### config.mk
export PLATFORM = sky130hd
export DESIGN_NAME = reg_bank_dump_ctrl
export DESIGN_NICKNAME = d
export VERILOG_FILES = /design/src/rtl/reg_bank_dump_ctrl.sv
export SDC_FILE = /design/constraint.sdc
export NUM_CORES = 1
export LEC_CHECK = 0
export ABC_AREA = 0
export BUFFER_PORTS_ARGS = -buffer_cell sky130_fd_sc_hd__clkbuf_2
export CAP_MARGIN = 30
export CORE_MARGIN = 8
export CORE_UTILIZATION = 50
export DETAILED_ROUTE_END_ITERATION = 10
export GPL_ROUTABILITY_DRIVEN = 0
export PLACE_DENSITY_LB_ADDON = 0.3
export SLEW_MARGIN = 25
export SYNTH_ARGS = -nofsm -noshare
export SYNTH_HDL_FRONTEND = slang
export SYNTH_SLANG_ARGS = --single-unit
### constraint.sdc
create_clock -name clock_i -period 3.23 [get_ports clock_i]
set_input_delay 0.646 -clock clock_i [delete_from_list [all_inputs] [get_ports clock_i]]
set_output_delay 0.646 -clock clock_i [all_outputs]
set_load 0.05 [all_outputs]
### src/rtl/reg_bank_dump_ctrl.sv
// Halt-time debug sequencer: walks the register bank through decode port A and
// streams every word to the debug UART, most significant byte first.
module reg_bank_dump_ctrl #(
   parameter int unsigned NB_DATA  = 32,
   parameter int unsigned NB_REG   = 5,
   parameter int unsigned NUM_REGS = 32
) (
   input  logic               clock_i,
   input  logic               reset_i,
   input  logic               start_i,
   input  logic [NB_DATA-1:0] data_ra_i,
   input  logic               tx_ready_i,
   output logic               select_debug_o,
   output logic [NB_REG-1:0]  addr_reg_debug_o,
   output logic [7:0]         tx_data_o,
   output logic               tx_valid_o,
   output logic               busy_o,
   output logic               done_o
);

   localparam int unsigned NUM_BYTES = NB_DATA / 8;
   localparam int unsigned REG_W     = (NUM_REGS > 1) ? $clog2(NUM_REGS) : 1;
   localparam int unsigned BYTE_W    = (NUM_BYTES > 1) ? $clog2(NUM_BYTES) : 1;
   localparam logic [REG_W-1:0]  LAST_REG  = REG_W'(NUM_REGS - 1);
   localparam logic [BYTE_W-1:0] LAST_BYTE = BYTE_W'(NUM_BYTES - 1);

   typedef enum logic [2:0] {
      IDLE,
      SELECT,
      LATCH,
      SEND,
      DONE
   } state_t;

   state_t              state, state_next;
   logic [REG_W-1:0]    reg_idx, reg_idx_next;
   logic [BYTE_W-1:0]   byte_idx, byte_idx_next;
   logic [NB_DATA-1:0]  word_q, word_next;
   logic [7:0]          byte_sel;

   always_ff @(posedge clock_i or posedge reset_i) begin
      if (reset_i) begin
         state    <= IDLE;
         reg_idx  <= '0;
         byte_idx <= '0;
         word_q   <= '0;
      end else begin
         state    <= state_next;
         reg_idx  <= reg_idx_next;
         byte_idx <= byte_idx_next;
         word_q   <= word_next;
      end
   end

   always_comb begin
      state_next    = state;
      reg_idx_next  = reg_idx;
      byte_idx_next = byte_idx;
      word_next     = word_q;
      case (state)
         IDLE: begin
            if (start_i) begin
               state_next   = SELECT;
               reg_idx_next = '0;
            end
         end
         SELECT: state_next = LATCH;
         LATCH: begin
            // address has been held for a full cycle, so data_ra_i is settled here
            word_next     = data_ra_i;
            byte_idx_next = '0;
            state_next    = SEND;
         end
         SEND: begin
            if (tx_ready_i) begin
               if (byte_idx != LAST_BYTE) begin
                  byte_idx_next = byte_idx + BYTE_W'(1);
               end else if (reg_idx != LAST_REG) begin
                  reg_idx_next = reg_idx + REG_W'(1);
                  state_next   = SELECT;
               end else begin
                  state_next = DONE;
               end
            end
         end
         DONE:    state_next = IDLE;
         default: state_next = IDLE;
      endcase
   end

   always_comb begin
      byte_sel = '0;
      for (int unsigned i = 0; i < NUM_BYTES; i++) begin
         if (byte_idx == BYTE_W'(i)) begin
            byte_sel = word_q[NB_DATA-1-8*i -: 8];
         end
      end
   end

   // Every output decodes from registered state, so an async reset clears them at once.
   always_comb begin
      select_debug_o = 1'b0;
      tx_valid_o     = 1'b0;
      busy_o         = 1'b0;
      done_o         = 1'b0;
      case (state)
         SELECT, LATCH: begin
            select_debug_o = 1'b1;
            busy_o         = 1'b1;
         end
         SEND: begin
            select_debug_o = 1'b1;
            tx_valid_o     = 1'b1;
            busy_o         = 1'b1;
         end
         DONE: begin
            busy_o = 1'b1;
            done_o = 1'b1;
         end
         default: ;
      endcase
   end

   assign addr_reg_debug_o = select_debug_o ? NB_REG'(reg_idx) : '0;
   assign tx_data_o        = tx_valid_o ? byte_sel : '0;

endmodule

==> impl_metrics.yaml, run 1 <==
run_status:
  outcome: "completed"
die:
  die_area_sq_um: 6740
  die_h_um: 82.1
  initial_core_util: 0.509
  io_pins: 53
  die_x_um: 82.1
  num_rows: 24
  core_sq_um: 4290
drt:
  routed_wl_um: 4650
  detail-route-antenna-nets: 0
  vias_per_cell: 5.49
  drt_pre_antenna_iters: 4
  detail_route.wl_per_cell_um: 16.0
  drc: 0
  via_count: 1599
  dr.first_iter.drc_count: 51
layout:
  final_layout_size_suffix_gt1_frac: 0.427
  fin_util: 0.589
  area_growth_pct: 15.7
  antenna_cells: 0
  layout_common_cells: "52 x clkbuf_2, 42 x dfrtp_1, 33 x mux2_2"
  n_fill_cell: 380
  final_common_cell: "clkbuf_2"
  final_net_count: 280
worst_setup_path:
  crit_path_max_fanout: 16
  start_kind: "register"
  critPathRequiredTime_ns: 2.58
  crit_arrival_ns: 2.23
  end_kind: "primary output"
  cpMaxStageDelayCell: "ha_1"
  slowest_delay_ns: 0.50
  worstSetupPathType: "reg2out"
  path_cells: "inv_1 > ha_1 > a21oi_1 > a221o_1 > a21oi_1 > clkbuf_2"
  crit_top_cell: "a21oi_1"
placed_design:
  dpl.hpwl_um: 3480
  place.port_buffers: 52
clock_network:
  clkTransAtPathRegs_ns: 0.08
  clock_latency_ns: 0.30
  ctsHoldBuffers: 0
  cts_sinks: 42
  cts_resized: 0
  clockBufferDepth: 2
  cts_htree_levels: 2
  cts_setup_buffers: 0
  cts_buffers: 5
  tritoncts: "done"
  clockRootBuffer: "clkbuf_8"
sta:
  fmax_ghz: 0.348
  hold_viol: 0
  holdWs_ns: 0.453
  min_period_ns: 2.87
  relSlewSlack: 0.520
  fin_skew_ns: 0.00273
  slew_violations: 0
  tightestPinTransition_ns: 0.720
  fin_crit_sh: 0.890
  final-setup-viol-count: 0
  finalSetupTns_ns: 0
  rsz0062_at_grt: "no"
grt:
  grt_overflow: 0
  grt_start_max_net_pins: 43
  antenna_found_initial: 0
  grt_usage: 0.145
  grt_pass1_vias: 1591
  grt_pass1_wl_um: 7450
power_and_ir_drop:
  power_density_nw_per_um2: 1130
  power_w: 0.00285
  ir_drop_uv: 595
  leakage_nw: 1.20
synthesis:
  synth_nets: 232
  ys_ff_latch: 42
  syn_area_sq_um: 2190
  yosysWarnings: 0
  ys_types: 36
  syn_inst: 190
  yosysSeqAreaShare: 0.481
  syn_area_per_cell_sq_um: 11.5
worst_hold_path:
  hold_class: "in2async"
job:
  max_cap_violations: 0
==> per-stage QoR <==
stage	area (sq um)	setup WS, ns	std cells
6_report	2530	0.357	291
5_1_grt	2530	0.234	291
4_1_cts	2530	0.387	291
3_5_place_dp	2430	0.717	283
3_3_place_gp	2430	0.745	283
2_1_floorplan	2190	0.533	190
==> worst max-delay path: cells and delay by family, from the launching register on <==
family / cells / cell delay (ns)
AOI/OAI and AO/OA: 3 / 0.58
buffers and inverters: 2 / 0.42
adders and majority gates: 1 / 0.50
DFF: 1 / 0.42
==> final cells by class <==
cell class,instances,area [sq um],area share
sequential,42,1050,0.416
clock inverter,2,12.5,0.00495
clock buffer,6,82.6,0.0327
tap,52,65.1,0.0257
timing repair buffer,53,268,0.106
inverter,16,62.6,0.0247
multi-input combinational,120,987,0.390
==> worst paths after layout <==
check / startpoint / cells after the start / slack (ns) / end
hold / removal: reset_i / 3 / 0.45 / word_q[26]$_DFFE_PP0P_
setup reg to reg: byte_idx[0]$_DFFE_PP0P_ / 4 / 1.33 / byte_idx[0]$_DFFE_PP0P_
setup / recovery: byte_idx[0]$_DFFE_PP0P_ / 6 / 0.36 / tx_data_o[1]
hold reg to reg: word_q[15]$_DFFE_PP0P_ / 1 / 0.51 / word_q[15]$_DFFE_PP0P_
max in group asynchronous: reset_i / 3 / 2.41 / reg_idx[3]$_DFFE_PP0P_
min in group clock_i: word_q[15]$_DFFE_PP0P_ / 1 / 0.51 / word_q[15]$_DFFE_PP0P_
==> cell families (layout without fill, tap and decap cells) <==
| logic type | Yosys count | in the layout | synth area share |
|---|---|---|---|
| mux | 35 | 35 | 0.179 |
| buf+inv | 28 | 77 | 0.0675 |
| compound gates | 34 | 34 | 0.105 |
| simple gates | 44 | 44 | 0.129 |
| xor+xnor | 1 | 1 | 0.00401 |
| fa+ha+maj | 6 | 6 | 0.0343 |
| flops | 42 | 42 | 0.481 |
==> synth_stat cells <==
master      n  area share
a22o_1      1      0.0040
mux2_2     33        0.17
inv_2       1      0.0017
nand2_1    10       0.017
buf_4       3       0.010
and3b_1     1      0.0040
nor3_1      4      0.0092
a31oi_1     4       0.011
and2_1      3      0.0086
buf_6       3       0.015
nand2b_4    1      0.0063
dfrtp_1    42        0.48
nand3b_1    8       0.027
a221o_1     8       0.037
inv_4       1      0.0029
mux2i_1     2      0.0092
nand3_4     1      0.0080
nand2b_1    3      0.0086
and3_1      2      0.0057
clkbuf_2    1      0.0023
a2bb2oi_1   1      0.0040
inv_1      14       0.024
ha_1        6       0.034
buf_1       1      0.0017
nand4_1     1      0.0029
nand3_1     3      0.0069
xnor2_1     1      0.0040
buf_2       4      0.0092
a21oi_1    17       0.039
nor2_1      4      0.0069
a32o_2      1      0.0052
o21ai_1     1      0.0023
o21ai_0     1      0.0023
nor2_2      1      0.0029
nor2_8      1      0.0092
and4bb_2    1      0.0057
==> sequential cells by signal (all words and copies together) (netlist names) <==
| signal | cells |
|---|---|
| byte_idx | 2 |
| state | 3 |
| reg_idx | 5 |
| word_q | 32 |
==> layer usage <==
layer / track usage / up-vias / share of wire
li1: - / 767 / -
met1: 0.173 / 789 / 0.42
met2: 0.242 / 37 / 0.50
met3: 0.0455 / 6 / 0.067
met4: 0.0474 / 0 / 0.013
met5: 0 / - / 0
==> power by group <==
group / switching [W] / leakage, nW / total, W / internal, W
Clock: 0.000183 / 0.0472 / 0.000354 / 0.000172
Combinational: 0.000974 / 0.651 / 0.00155 / 0.000577
Sequential: 0.000170 / 0.501 / 0.000948 / 0.000778
(Power assumes the default switching activity.)
==> run 2: changes to the inputs <==
CORE_UTILIZATION = 45   (was 50)
==> impl_metrics.yaml, run 2 (synthesis results as in run 1) <==
sta:
  slew_violations: 0
  finalSetupTns_ns: 0
  fmax_ghz: 0.344
  tightestPinTransition_ns: 0.761
  rsz0062_at_grt: "no"
  hold_viol: 0
  min_period_ns: 2.91
  relSlewSlack: 0.492
  final-setup-viol-count: 0
  fin_skew_ns: 0.00733
  finalWorstSetupSlack_ns: 0.325
  fin_crit_sh: 0.899
run_status:
  outcome: "completed"
layout:
  stdcell_count: 293
  regMostFlops: "word_q"
  layout_common_cells: "52 x clkbuf_2, 42 x dfrtp_1, 33 x mux2_2"
  antenna_cells: 0
  reg.largest.list: "word_q x32, reg_idx x5, state x3"
  final_net_count: 280
  largest_reg_flops: 32
  area_growth_pct: 16.3
  final_layout_size_suffix_gt1_frac: 0.418
  final_common_cell: "clkbuf_2"
  fin_util: 0.542
clock_network:
  clockRootBuffer: "clkbuf_8"
  ctsHoldBuffers: 0
  cts_sinks: 42
  cts_setup_buffers: 0
  clock_latency_ns: 0.30
  clockBufferDepth: 2
  tritoncts: "done"
  clkTransAtPathRegs_ns: 0.08
  cts_htree_levels: 2
  cts_buffers: 5
  cts_resized: 0
worst_setup_path:
  slowest_delay_ns: 0.53
  crit_arrival_ns: 2.26
  path_cells: "inv_1 > ha_1 > a21oi_1 > a221o_1 > a21oi_1 > clkbuf_2"
  cpMaxStageDelayCell: "ha_1"
  end_kind: "primary output"
  crit_path_max_fanout: 16
  startpoint: "byte_idx[0]$_DFFE_PP0P_"
  start_kind: "register"
  critPathRequiredTime_ns: 2.58
  worstSetupPathType: "reg2out"
  reg2reg_from: "byte_idx[0]$_DFFE_PP0P_"
  crit_top_cell: "a21oi_1"
power_and_ir_drop:
  ir_drop_uv: 448
  power_density_nw_per_um2: 1140
  seqPwrFrac: 0.324
  power_switching_w: 0.00132
  p_clk_frac: 0.141
  leakage_nw: 1.20
  p_comb_frac: 0.535
  p_int_w: 0.00159
  swShare: 0.453
die:
  core_sq_um: 4690
  initial_core_util: 0.466
  io_pins: 53
  num_rows: 25
  die_x_um: 85.7
  die_area_sq_um: 7340
  die_h_um: 85.7
drt:
  detail_route.wl_per_cell_um: 16.1
  vias_per_cell: 5.38
  drc: 0
  drt_pre_antenna_iters: 4
  via_count: 1576
  dr.first_iter.drc_count: 92
  detail-route-antenna-nets: 0
  routed_wl_um: 4730
placed_design:
  dp_cells: 285
  dpl.hpwl_um: 3420
  dpl_worst_slack_ns: 0.668
  place.port_buffers: 52
grt:
  antenna_found_initial: 0
  grt_pass1_vias: 1682
  grt_pass1_wl_um: 8140
  grt_overflow: 0
  grt_usage: 0.141
  grt_start_max_net_pins: 43
job:
  max_cap_violations: 0
worst_hold_path:
  hold_class: "in2async"
==> run 2: cell types whose count changed in the layout (fill, tap and decap cells not counted) <==
cell and delta:
clkinvlp_4 -1, bufinv_16 +1, clkbuf_8 -1, clkbuf_1 +2
clkinv_2 -1
==> run 2: final timing paths <==
kind / to / cells after the start / slack, ns
min in group clock_i: reg_idx[3]$_DFFE_PP0P_ / 1 / 0.49
setup / recovery: tx_data_o[2] / 6 / 0.32
max in group asynchronous: word_q[2]$_DFFE_PP0P_ / 3 / 2.42
hold / removal: word_q[3]$_DFFE_PP0P_ / 3 / 0.45
hold reg to reg: reg_idx[3]$_DFFE_PP0P_ / 1 / 0.49
setup reg to reg: byte_idx[0]$_DFFE_PP0P_ / 4 / 1.29
==> run 2: metal layers <==
layer  up-vias  GRT usage  routed length (um)
li1        772          -                   -
met1       756      0.176                2260
met2        38      0.214                2110
met3        10     0.0458                 239
met4         0     0.0685                 116
met5         -          0                   0
==> run 2: final cells by class <==
class | instances | area, sq um
repair buffers | 53 | 268
inverters | 16 | 62.6
fillers | 429 | 2150
clock buffers | 7 | 76.3
clock inverters | 1 | 30.0
multi-input cells | 120 | 987
flip-flops and latches | 42 | 1050
well taps | 54 | 67.6
==> run 2: power groups by stage <==
stage          clock network, W  registers [W]  logic (W)
6_report               0.000408       0.000942    0.00155
3_5_place_dp                  0       0.000955    0.00157
2_1_floorplan                 0       0.000884    0.00133
5_1_grt                0.000444       0.000974    0.00168
3_3_place_gp                  0       0.000943    0.00154
4_1_cts                0.000423       0.000944    0.00157
==> run 2: metrics by stage <==
stage	hold WS (ns)	power [W]	instance area (sq um)
after floorplan	0.456	0.00221	2190
after global placement	0.483	0.00249	2440
after detailed placement	0.489	0.00252	2440
after CTS	0.462	0.00294	2540
after global routing	0.527	0.00310	2540
final	0.453	0.00290	2540
==> run 2: worst max-delay path: cells and delay by family (launching register included) <==
| kind | cells | cell delay [ns] |
|---|---|---|
| buffers and inverters | 2 | 0.42 |
| flip-flops | 1 | 0.42 |
| adder cells (fa/ha/maj) | 1 | 0.53 |
| AO/OA/AOI/OAI | 3 | 0.60 |
